===== src/rtl/bin2bcd_pkg.sv =====
// Shared types and helpers for the sequential binary-to-BCD converter.
package bin2bcd_pkg;

    localparam int BCD_DIGIT_W = 4;

    typedef enum logic {
        IDLE,
        SHIFT
    } state_t;

    // Smallest digit count whose decimal range covers 2^width - 1.
    function automatic int min_digits(input int width);
        longint unsigned maxv;
        longint unsigned p;
        int d;
        maxv = (width >= 64) ? '1 : ((64'd1 << width) - 64'd1);
        p = 1;
        d = 0;
        for (int i = 0; i < 21; i++) begin
            if (p <= maxv) begin
                p = p * 10;
                d = d + 1;
            end
        end
        return d;
    endfunction

endpackage


===== src/rtl/bin2bcd_seq_adj.sv =====
// Single BCD digit corrector: adds 3 when the digit is 5 or more.
import bin2bcd_pkg::*;

module bcd_digit_adj (
    input  logic [BCD_DIGIT_W-1:0] i_digit,
    output logic [BCD_DIGIT_W-1:0] o_digit
);

    assign o_digit = (i_digit >= 4'd5) ? (i_digit + 4'd3) : i_digit;

endmodule


===== src/rtl/bin2bcd_seq.sv =====
// Iterative double-dabble converter with start/busy/done handshake.
import bin2bcd_pkg::*;

module bin2bcd_seq #(
    parameter int WIDTH  = 8,
    parameter int DIGITS = 3
) (
    input  logic                          clk,
    input  logic                          rst,
    input  logic                          start,
    input  logic [WIDTH-1:0]              bin,
    output logic                          busy,
    output logic                          done,
    output logic [BCD_DIGIT_W*DIGITS-1:0] bcd
);

    localparam int CW = $clog2(WIDTH + 1);
    localparam int SW = BCD_DIGIT_W * DIGITS;

    if (WIDTH < 1 || DIGITS < min_digits(WIDTH)) begin : g_bad_cfg
        $error("bin2bcd_seq: DIGITS too small for WIDTH, or WIDTH < 1");
    end

    state_t            r_state;
    state_t            w_nxt_state;
    logic [WIDTH-1:0]  r_shift;
    logic [WIDTH-1:0]  w_nxt_shift;
    logic [SW-1:0]     r_scratch;
    logic [SW-1:0]     w_nxt_scratch;
    logic [CW-1:0]     r_cnt;
    logic [CW-1:0]     w_nxt_cnt;
    logic [SW-1:0]     r_bcd;
    logic [SW-1:0]     w_nxt_bcd;
    logic              r_done;
    logic              w_nxt_done;
    logic [SW-1:0]     w_adj;
    logic [SW+WIDTH-1:0] w_cat;

    for (genvar g = 0; g < DIGITS; g++) begin : g_adj
        bcd_digit_adj u_adj (
            .i_digit (r_scratch[g*BCD_DIGIT_W +: BCD_DIGIT_W]),
            .o_digit (w_adj[g*BCD_DIGIT_W +: BCD_DIGIT_W])
        );
    end

    // Correct first, then shift the whole {scratch, shift} window by one.
    assign w_cat = {w_adj, r_shift} << 1;

    always_ff @(posedge clk or posedge rst) begin
        if (rst) begin
            r_state   <= IDLE;
            r_shift   <= '0;
            r_scratch <= '0;
            r_cnt     <= '0;
            r_bcd     <= '0;
            r_done    <= 1'b0;
        end else begin
            r_state   <= w_nxt_state;
            r_shift   <= w_nxt_shift;
            r_scratch <= w_nxt_scratch;
            r_cnt     <= w_nxt_cnt;
            r_bcd     <= w_nxt_bcd;
            r_done    <= w_nxt_done;
        end
    end

    always_comb begin
        w_nxt_state   = r_state;
        w_nxt_shift   = r_shift;
        w_nxt_scratch = r_scratch;
        w_nxt_cnt     = r_cnt;
        w_nxt_bcd     = r_bcd;
        w_nxt_done    = 1'b0;
        unique case (r_state)
            IDLE: begin
                if (start) begin
                    w_nxt_shift   = bin;
                    w_nxt_scratch = '0;
                    w_nxt_cnt     = CW'(WIDTH);
                    w_nxt_state   = SHIFT;
                end
            end
            SHIFT: begin
                w_nxt_scratch = w_cat[SW+WIDTH-1:WIDTH];
                w_nxt_shift   = w_cat[WIDTH-1:0];
                w_nxt_cnt     = r_cnt - CW'(1);
                if (r_cnt == CW'(1)) begin
                    w_nxt_bcd   = w_cat[SW+WIDTH-1:WIDTH];
                    w_nxt_done  = 1'b1;
                    w_nxt_state = IDLE;
                end
            end
            default: w_nxt_state = IDLE;
        endcase
    end

    assign busy = (r_state == SHIFT);
    assign done = r_done;
    assign bcd  = r_bcd;

endmodule

===== config.mk =====
export PLATFORM = sky130hd
export DESIGN_NAME = bin2bcd_seq
export DESIGN_NICKNAME = d
export VERILOG_FILES = /design/src/rtl/bin2bcd_pkg.sv /design/src/rtl/bin2bcd_seq_adj.sv /design/src/rtl/bin2bcd_seq.sv
export SDC_FILE = /design/constraint.sdc
export NUM_CORES = 1
export LEC_CHECK = 0
export BUFFER_PORTS_ARGS = -buffer_cell sky130_fd_sc_hd__buf_2
export CORE_MARGIN = 2
export CORE_UTILIZATION = 29
export CTS_CLUSTER_SIZE = 12
export DETAILED_ROUTE_END_ITERATION = 6
export PLACE_DENSITY = 0.53
export SYNTH_ARGS = -nofsm -noshare
export SYNTH_HDL_FRONTEND = slang
export SYNTH_SLANG_ARGS = --single-unit

===== constraint.sdc =====
create_clock -name clk -period 1.95 [get_ports clk]
set_input_delay 0 -clock clk [delete_from_list [all_inputs] [get_ports clk]]
set_output_delay 0 -clock clk [all_outputs]
set_load 0.02 [all_outputs]

# After elaboration in Yosys (flattened, before gate mapping)
# Index checks and enable logic that the tools add are counted.
# op_classes
eq_ne,2
reduce_logical,1
n_lt_le_gt_ge,3
mux,14
addsub,4
bitwise,1
# op_table
op,n
case mux 12 bit (2 select lines),1
case mux 8 bit (2 select lines),1
"greater-or-equal comparator 4 x 3 -> 1 bit, second input constant",3
2-to-1 mux 12 bit,1
2-to-1 mux 4 bit,3
"adder 4 x 2 -> 4 bit, second input constant",2
2-to-1 mux 8 bit,1
case mux 4 bit (2 select lines),1
"equality test 4 x 1 -> 1 bit, second input constant",1
2-to-1 mux 1 bit,4
"subtractor 4 x 1 -> 4 bit, second input constant",1
"adder 3 x 2 -> 3 bit, second input constant",1
2-to-1 mux 3 bit,1
"!= test 2 bit, second input constant",1
case mux 1 bit (2 select lines),1
AND reduction 2 bit,1
inverter 1 bit,1
# word_totals
register_bits,38
output_inout_bits,14

# Depth between registers and ports, before layout
# Gate-level depths: netlist of run 1.
# logic_depth
ltp_word,3
ltp_mapped,6

# Modules after synthesis
# From an unflattened synthesis of run 1, not the netlist that was laid out.
# hier_totals
hier_cells,167
hier_area_um2,1880.6
# modules_own_cells
mod,seq_area_each_um2,cells_per_inst,area_per_inst_um2,n_inst
bin2bcd_seq,950.9,119,1576.5,1
bcd_digit_adj,0.0,16,101.3,3

# Worst setup path before layout of run 1
# Ideal clock, no wire load.
# synth_path
path_kind,flip-flop to flip-flop
from,register r_scratch[0]
to,"register r_bcd[2], in the netlist bcd[2]"
t_arrival_ps,1404
path_slack_ps,464
t_required_ps,1867
setup_time_ps,83
path_stages_with_launch,7
path_cell_list,dfrtp_1 inv_1 ha_1 nand2b_1 a21oi_1 mux2_2 o21ai_0
# synth_via
elab_chain_len,2
# synth_rtl
element,line_no,text
from (decl),bin2bcd_seq.sv:28,logic [SW-1:0] r_scratch;
from (signal assigned),bin2bcd_seq.sv:60,r_scratch <= w_nxt_scratch;
adder 4 x 2 -> 4 bit or greater-or-equal comparator 4 x 3 -> 1 bit (tied branches),bin2bcd_seq_adj.sv:9,assign o_digit = (i_digit >= 4'd5) ? (i_digit + 4'd3) : i_digit;
2-to-1 mux 4 bit (*),bin2bcd_seq_adj.sv:9,
to (signal assigned),bin2bcd_seq.sv:62,r_bcd <= w_nxt_bcd;
to (decl),bin2bcd_seq.sv:32,logic [SW-1:0] r_bcd;
# Mark *: on every way between the ends. The rest lies on a longest branch, timed or not.
# A chain may end at the register's enable or synchronous reset.

# Worst setup path in the final report of run 1
# layout_path
from,register r_scratch[1]
to,register r_scratch[2]
# layout_via
elab_chain_len,3
# layout_rtl
element,line_no,text
adder 4 x 2 -> 4 bit or greater-or-equal comparator 4 x 3 -> 1 bit (tied branches),bin2bcd_seq_adj.sv:9,
2-to-1 mux 4 bit (*),bin2bcd_seq_adj.sv:9,
case mux 12 bit (2 select lines) (*),bin2bcd_seq.sv:74,unique case (r_state)
# Marks and branches as above.

==> out/metrics.cfg, run 1 <==
[status]
status = complete, no violations

[critical_path]
ff2ff_path_depth = 6
r2r_slack_ns = 0.36
slowest_stage = dfrtp_1
r2r_end = r_scratch[2]
arrival_ns = 1.79
worst_ep_required_time_ns = 2.15
criticalPathCategory = register to register
crit_path_start = r_scratch[1]
end_kind = register
endpoint = r_scratch[2]
crit_chain = inv_1, ha_1, nand2b_1, a21oi_1, mux2_2, mux2i_1
critical_path.max_stage_delay_ns = 0.37
cp_max_fo = 3
reg2reg_from = r_scratch[1]
startpoint_type = register

[sta]
worst_slack_ns = 0.356
finalCritPeriodShare_pct = 81.8
skew_ns = 0.00919
slew_violations = 0
fmax_mhz = 627
worst_pin_slew_ns = 0.502
maxSlewHeadroom_pct = 66.5
setup-violations-final = 0
finalHoldViolCount = 0
min_period_ns = 1.59
rsz0062_at_grt = false
tns_ns = 0

[yosys]
ys.flop_type = dfrtp_1
ys_ff_latch = 38
synth_mux_area_share_pct = 11.2
synth.top_cell.area_share_pct = 51.2
yosys-top-cells-area = dfrtp_1, mux2i_1, ha_1
ys_seq_area_share_pct = 51.2
ys_async_sr_fraction_pct = 100
syn_area_per_cell_um2 = 10.5
ys_types = 27
yosys.area.top_type = dfrtp_1
yosysMostFrequentCell = dfrtp_1
synth_top_family_by_area = simple AND/OR/NAND/NOR gates
synth-simple-area-share_pct = 14.8
ys_warn_count = 0
synth_xor_area_share_pct = 1.89
synth_cells = 177
synth_compound_area_share_pct = 11.5
synthAdderAreaFrac_pct = 5.39
synth_fp_nets = 196
synth-edff-count = 0
netlist_area_um2 = 1860
yosys-top-cells-count = dfrtp_1, nand2_1, o21ai_0

[drt]
drt_first_pass_iters = 4
routed_via_density = 4.56
wl_per_cell_um = 12.6
postRouteAntennaNets = 0
vias = 1300
drt_iter0_markers = 41
drc_errors = 0
drt_wl_total_mm = 3.59

[power]
ir_worst_vdd_v = 0.000527
cellPowerDensity_nw_per_um2 = 1590
leakagePower_nw = 1.09

[floorplan]
pin_count = 25
dieArea_um2 = 7060
core_area_um2 = 6280
die_w_um = 84.0
num_rows = 29
start_util_pct = 29.6
die_h_um = 84.0

[clock_tree]
cts_buffers = 5
clk_latency_ns = 0.28
cts_max_level = 2
holdBufCountCts = 2
ctsLongestPathBuffers = 2
cts_setup_buffers = 0
root_buffer = clkbuf_8
numClockSinks = 38
cts_tree = done
cts-resized-gates = 0
path_clk_slew_ns = 0.08

[finish]
drive_above_1_share_pct = 20.7
area_growth_syn_to_layout_pct = 17.9
instances_no_fill = 285
n_antenna_cell = 0
fin_nets = 226

[global_routing]
grt_max_degree = 39
antenna_found_initial = 0
grt_pass1_vias = 1363
grt_use_total_pct = 11.1
grt_pass1_wl_mm = 6.35
overflow = 0

[hold_path]
min_path_type = input port to register

[placed_design]
port_buffers = 24
dp_hpwl_mm = 2.42
place_ws_ns = 0.355
gp_congestion = 0.771
place_inst = 275

[run]
drv_cap = 0

==> cell usage in the layout (no fill, tap or decap), types with 2 or more instances in the layout <==
cell and n:
o31ai_1 2, xnor2_1 3, mux2i_1 17, nor3b_1 7, a21oi_1 8, buf_2 24
clkbuf_8 6, a21o_1 2, mux2_2 2, dfrtp_1 38, buf_4 5, nand2b_1 12
o21ai_0 20, nand2_1 24, inv_1 10, dlygate4sd3_1 2, ha_1 8, nor2_1 3
nand3_1 2, nor3_1 2
==> stage by stage <==
step           util, %  area [um^2]  power (mW)  hold WS [ns]
2_1_floorplan        -         1860        2.54         0.143
4_1_cts           34.9         2190        3.55       0.00249
3_5_place_dp      33.0         2070        2.96         0.152
6_report          34.9         2190        3.49        0.0120
3_3_place_gp      33.0         2070        2.91         0.156
5_1_grt           34.9         2190        3.81        0.0161
==> how the worst min path moves through the flow <==
stage | start | end | slack, ns | depth (start not counted)
CTS | bin[3] | r_shift[3] | 0.002 | 3
finish | bin[3] | r_shift[3] | 0.01 | 3
floorplan | start | busy | 0.14 | 2
global placement | rst | bcd[11] | 0.16 | 3
detailed placement | rst | bcd[11] | 0.15 | 3
global route | bin[3] | r_shift[3] | 0.02 | 3
==> power breakdown <==
| group | internal (mW) | switching, mW |
|---|---|---|
| Combinational | 0.698 | 0.852 |
| Clock | 0.284 | 0.280 |
| Sequential | 1.12 | 0.251 |
| Total | 2.10 | 1.38 |
==> state kept, by name (all words and copies together) (netlist names) <==
register,count
bcd,12
r_cnt,4
r_shift,8
busy,1
r_scratch,12
done,1
==> layout make-up <==
class | count | area (um^2)
multi-input cells | 121 | 831
flip-flops and latches | 38 | 951
fillers | 644 | 4090
clock inverters | 2 | 12.5
repair buffers | 31 | 178
well taps | 77 | 96.3
inverters | 10 | 37.5
clock buffers | 6 | 82.6
==> worst max-delay path, delay by kind of cell (launching register included) <==
family / cells / cell delay, ns
DFF: 1 / 0.37
AOI/OAI and AO/OA: 1 / 0.23
buffers and inverters: 1 / 0.08
and+or+nand+nor: 1 / 0.14
muxes: 2 / 0.51
adders and majority gates: 1 / 0.18
==> kinds of logic (layout without fill, tap and decap cells) <==
group / Yosys count / in the layout
multiplexers: 20 / 20
adder cells (fa/ha/maj): 8 / 8
buffers and inverters: 18 / 49
AND/OR/NAND/NOR: 53 / 53
AO/OA/AOI/OAI: 36 / 36
flip-flops: 38 / 38
XOR/XNOR: 4 / 4
==> metal layers <==
metal	part of all wire (%)	up-vias	wire, um	track usage (%)
li1	-	656	-	-
met1	50	616	1800	14.7
met2	45	26	1610	17.4
met3	4.3	2	154	3.07
met4	0.59	0	21	3.96
met5	0	-	0	0
Note: power is estimated with default switching activity, not from simulation.
==> run 2, diff against run 1 <==
clock period = 1.6 ns   (was 1.95 ns; I/O delays follow)
==> run 2 against run 1 <==
- maximum frequency is 5.6% higher
- critical path depth unchanged
- largest cell class unchanged
- largest power group unchanged
- first-iteration DRC count decreased by 22%
- flip-flop and latch count did not move
==> out/metrics.cfg, run 2 (synthesized netlist as in run 1, its figures left out) <==
[drt]
postRouteAntennaNets = 0
routed_via_density = 4.55
vias = 1346
drt_iter0_markers = 32
drc_errors = 0
drt_wl_total_mm = 3.55
wl_per_cell_um = 12.0
drt_first_pass_iters = 4

[critical_path]
end_kind = register
criticalPathCategory = register to register
ff2ff_path_depth = 6
r2r_slack_ns = 0.09
reg2reg_from = r_scratch[5]
startpoint_type = register
r2r_end = r_scratch[6]
cp_max_fo = 3
worst_ep_required_time_ns = 1.82
arrival_ns = 1.73

[finish]
final_cell_mix = dfrtp_1, nand2_1, buf_2, o21ai_0, mux2i_1
final_common_cell = dfrtp_1
fin_nets = 237
n_antenna_cell = 0
area_growth_syn_to_layout_pct = 24.8
fillers = 637
drive_above_1_share_pct = 26.0

[power]
ir_worst_vdd_v = 0.000780
leakagePower_nw = 1.15
cellPowerDensity_nw_per_um2 = 1940

[sta]
maxSlewHeadroom_pct = 66.3
slew_violations = 0
skew_ns = 0.00638
finalHoldViolCount = 0
worst_pin_slew_ns = 0.506
fmax_mhz = 662
min_period_ns = 1.51
setup-violations-final = 0
tns_ns = 0
hold-worst-slack_ns = 0.00455
finalCritPeriodShare_pct = 94.4
rsz0062_at_grt = false

[global_routing]
overflow = 0
antenna_found_initial = 0
grt_use_total_pct = 11.4
grt_pass1_wl_mm = 6.47
grt_pass1_vias = 1355
grt_max_degree = 39

[clock_tree]
root_buffer = clkbuf_8
clk_latency_ns = 0.29
cts_tree = done
cts_max_level = 2
path_clk_slew_ns = 0.08
ctsLongestPathBuffers = 2
numClockSinks = 38
cts_buffers = 5

[floorplan]
pin_count = 25
dieArea_um2 = 7060
die_h_um = 84.0
die_w_um = 84.0
core_area_um2 = 6280
num_rows = 29
start_util_pct = 29.6

[run]
drv_cap = 0

[placed_design]
dp_hpwl_mm = 2.34
port_buffers = 24
gp_congestion = 0.757

[hold_path]
hold_depth = 3
min_path_type = input port to register
worstHoldStart = bin[6]
holdPathEnd = r_shift[6]

[status]
status = complete, no violations

[run 2: changes by cell type in the layout (fill, tap and decap cells not counted), sizes merged]
cell | before | now
dlygate4sd3 | 2 | 7
buf | 29 | 35
[run 2: metrics by stage]
| stage | area, um^2 | std cells | worst slack, ns | utilization [%] | total power, mW |
|---|---|---|---|---|---|
| 6_report | 2320 | 296 | 0.0903 | 36.9 | 4.49 |
| 2_1_floorplan | 1860 | 177 | 0.114 | - | 3.10 |
| 3_5_place_dp | 2100 | 279 | 0.0202 | 33.5 | 3.66 |
| 3_3_place_gp | 2100 | 279 | 0.0623 | 33.5 | 3.61 |
| 4_1_cts | 2270 | 294 | 0.00237 | 36.2 | 4.42 |
| 5_1_grt | 2320 | 296 | 0.00733 | 36.9 | 4.91 |
[run 2: worst max path at each step]
stage                  from           end  slack, ns  depth (start not counted)
2_1_floorplan  r_scratch[0]        bcd[2]       0.11                          6
3_3_place_gp   r_scratch[4]        bcd[6]       0.06                          6
3_5_place_dp   r_scratch[4]        bcd[6]       0.02                          6
4_1_cts        r_scratch[1]  r_scratch[2]      0.002                          6
5_1_grt        r_scratch[1]  r_scratch[2]      0.007                          6
6_report       r_scratch[5]  r_scratch[6]       0.09                          6
[run 2: final cells by class]
cell class                 instances  area (um^2)  share of cell area, %
sequential                        38          951                   41.0
multi-input combinational        121          865                   37.3
timing repair buffer              42          273                   11.8
tap                               77         96.3                   4.16
clock buffer                       6         82.6                   3.56
inverter                          10         37.5                   1.62
clock inverter                     2         12.5                  0.540
[run 2: routing by layer]
layer / vias up / wire (um) / GRT usage [%]
met2: 23 / 1640 / 18.0
met4: 0 / 56 / 4.40
met1: 636 / 1700 / 14.9
met3: 8 / 143 / 3.07
li1: 679 / - / -
met5: - / 0 / 0
[run 2: worst max-delay path, cell delays in order, from the launching register on]
cell and delay (ns):
dfrtp_1 0.39, inv_2 0.06, ha_1 0.16, nand2b_1 0.17
a21oi_2 0.17, mux2_2 0.36, mux2i_1 0.12
[run 2: report_power, final]
| part | total [mW] | switching, mW | internal (mW) | leakage, nW |
|---|---|---|---|---|
| logic | 2.13 | 1.10 | 1.02 | 0.619 |
| clock network | 0.696 | 0.349 | 0.346 | 0.0472 |
| registers | 1.67 | 0.302 | 1.37 | 0.483 |
| total | 4.49 | 1.75 | 2.74 | 1.15 |
[run 2: repair_timing]
item,in CTS,in global routing
gates cloned,0,0
pin swaps,0,2
hold buffers,7,0
setup endpoints to repair,2,6
setup buffers,0,2
hold endpoints to repair,44,0
resized for setup,1,10
==> run 3, diff against run 2 <==
SYNTH_HIERARCHICAL = 1   (was default)
==> run 3 against run 2 <==
- critical path type unchanged
- combinational power increased by 9.9%
- total power increased by 7.6%
- worst hold slack improved by 0.0082 ns
- via count decreased by 4.3%
- sequential share of layout area about the same
- maximum frequency increased by 0.69%
- clock skew decreased by 0.0022 ns
- worst setup slack improved by 0.010 ns
- largest cell class unchanged
==> out/metrics.cfg, run 3 <==
[status]
status = complete, no violations

[floorplan]
die_w_um = 84.1
dieArea_um2 = 7070
start_util_pct = 29.6
pin_count = 25
num_rows = 29
die_h_um = 84.1
core_area_um2 = 6280

[finish]
fillers = 639
drive_above_1_share_pct = 31.1
n_antenna_cell = 0
fin_nets = 224
area_growth_syn_to_layout_pct = 24.4
final_common_cell = dfrtp_1
final_cell_mix = dfrtp_1, buf_2, nand2_1, o21ai_0, buf_4

[sta]
min_period_ns = 1.50
finalHoldViolCount = 0
slew_violations = 0
setup-violations-final = 0
fmax_mhz = 667
worst_slack_ns = 0.101
tns_ns = 0
skew_ns = 0.00421
worst_pin_slew_ns = 0.478
maxSlewHeadroom_pct = 68.2
finalCritPeriodShare_pct = 93.7

[clock_tree]
ctsLongestPathBuffers = 2
cts_max_level = 2
clk_latency_ns = 0.29
numClockSinks = 38
path_clk_slew_ns = 0.07
cts_buffers = 5
root_buffer = clkbuf_8
cts_tree = done

[global_routing]
grt_max_degree = 41
grt_pass1_vias = 1242
grt_pass1_wl_mm = 5.88
grt_use_total_pct = 10.4
antenna_found_initial = 0
overflow = 0

[placed_design]
dp_hpwl_mm = 2.28
port_buffers = 24
gp_congestion = 0.707
place_ws_ns = 0.0122

[power]
cellPowerDensity_nw_per_um2 = 2090
leakagePower_nw = 1.14
ir_worst_vdd_v = 0.000698

[drt]
routed_via_density = 4.55
drt_first_pass_iters = 4
drc_errors = 0
drt_wl_total_mm = 3.35
wl_per_cell_um = 11.8
drt_iter0_markers = 49
vias = 1288
postRouteAntennaNets = 0

[yosys]
synth_fp_nets = 182
synth_cells = 163
syn_area_per_cell_um2 = 11.4
netlist_area_um2 = 1860
ys_warn_count = 6

[critical_path]
cp_top_family = multiplexers
end_kind = register
startpoint_type = register
crit_chain = ha_1, nand2b_1, a21oi_2, mux2i_1, mux2_4
cp_max_fo = 5
slowest_stage = dfrtp_1
arrival_ns = 1.73
criticalPathCategory = register to register
cp_num_buf_inv = 0
critical_path.max_stage_delay_ns = 0.43
worst_ep_required_time_ns = 1.83

[run]
drv_cap = 0

[hold_path]
min_path_type = input port to register

[run 3: metal layers]
metal	GRT usage, %	wire length [um]	up-vias
met4	5.28	78	0
li1	-	-	635
met2	16.4	1630	16
met5	0	0	-
met3	3.26	124	6
met1	12.8	1520	631
[run 3: worst register-to-register path: stages, from the launching register on]
cell and delay, ns:
dfrtp_1 0.43, ha_1 0.21, nand2b_1 0.16, a21oi_2 0.19, mux2i_1 0.27, mux2_4 0.18
[run 3: cell type report]
type	instances	area, um^2	share of cell area, %
tap	77	96.3	4.16
sequential	38	951	41.1
inverter	9	33.8	1.46
clock inverter	3	40.0	1.73
timing repair buffer	43	288	12.4
multi-input combinational	108	837	36.2
clock buffer	5	68.8	2.97
[run 3: report_power, final]
part	total, mW	switching (mW)	internal (mW)
sequential	1.70	0.301	1.40
combinational	2.34	1.16	1.18
clock	0.791	0.333	0.459
[run 3: path summary, 6_finish.rpt]
kind                              start      endpoint  slack, ns  cells after the start
min                              bin[6]    r_shift[6]       0.01                      3
min in group asynchronous           rst        bcd[3]       0.38                      4
max reg2reg                r_scratch[4]        bcd[6]       0.10                      5
max                        r_scratch[4]        bcd[6]       0.10                      5
min reg2reg                  r_shift[6]    r_shift[7]       0.49                      2
max in group asynchronous           rst  r_scratch[5]       0.89                      4
[run 3: what timing repair did]
item / in CTS / in global routing
hold buffers: 5 / 0
resized for setup: 0 / 0
endpoints found under the hold margin: 42 / 0
setup buffers: 0 / 2
endpoints found under the setup margin: 0 / 13
[run 3: through the flow]
step           instances  total power [mW]  util, %  instance area, um^2  hold WS, ns
6_report             283              4.83     36.9                 2310       0.0127
5_1_grt              283              5.26     36.9                 2310       0.0313
4_1_cts              281              4.91     36.6                 2300     0.000230
3_5_place_dp         268              4.07     34.1                 2140        0.150
3_3_place_gp         268              4.04     34.1                 2140        0.151
2_1_floorplan        163              3.41        -                 1860        0.156
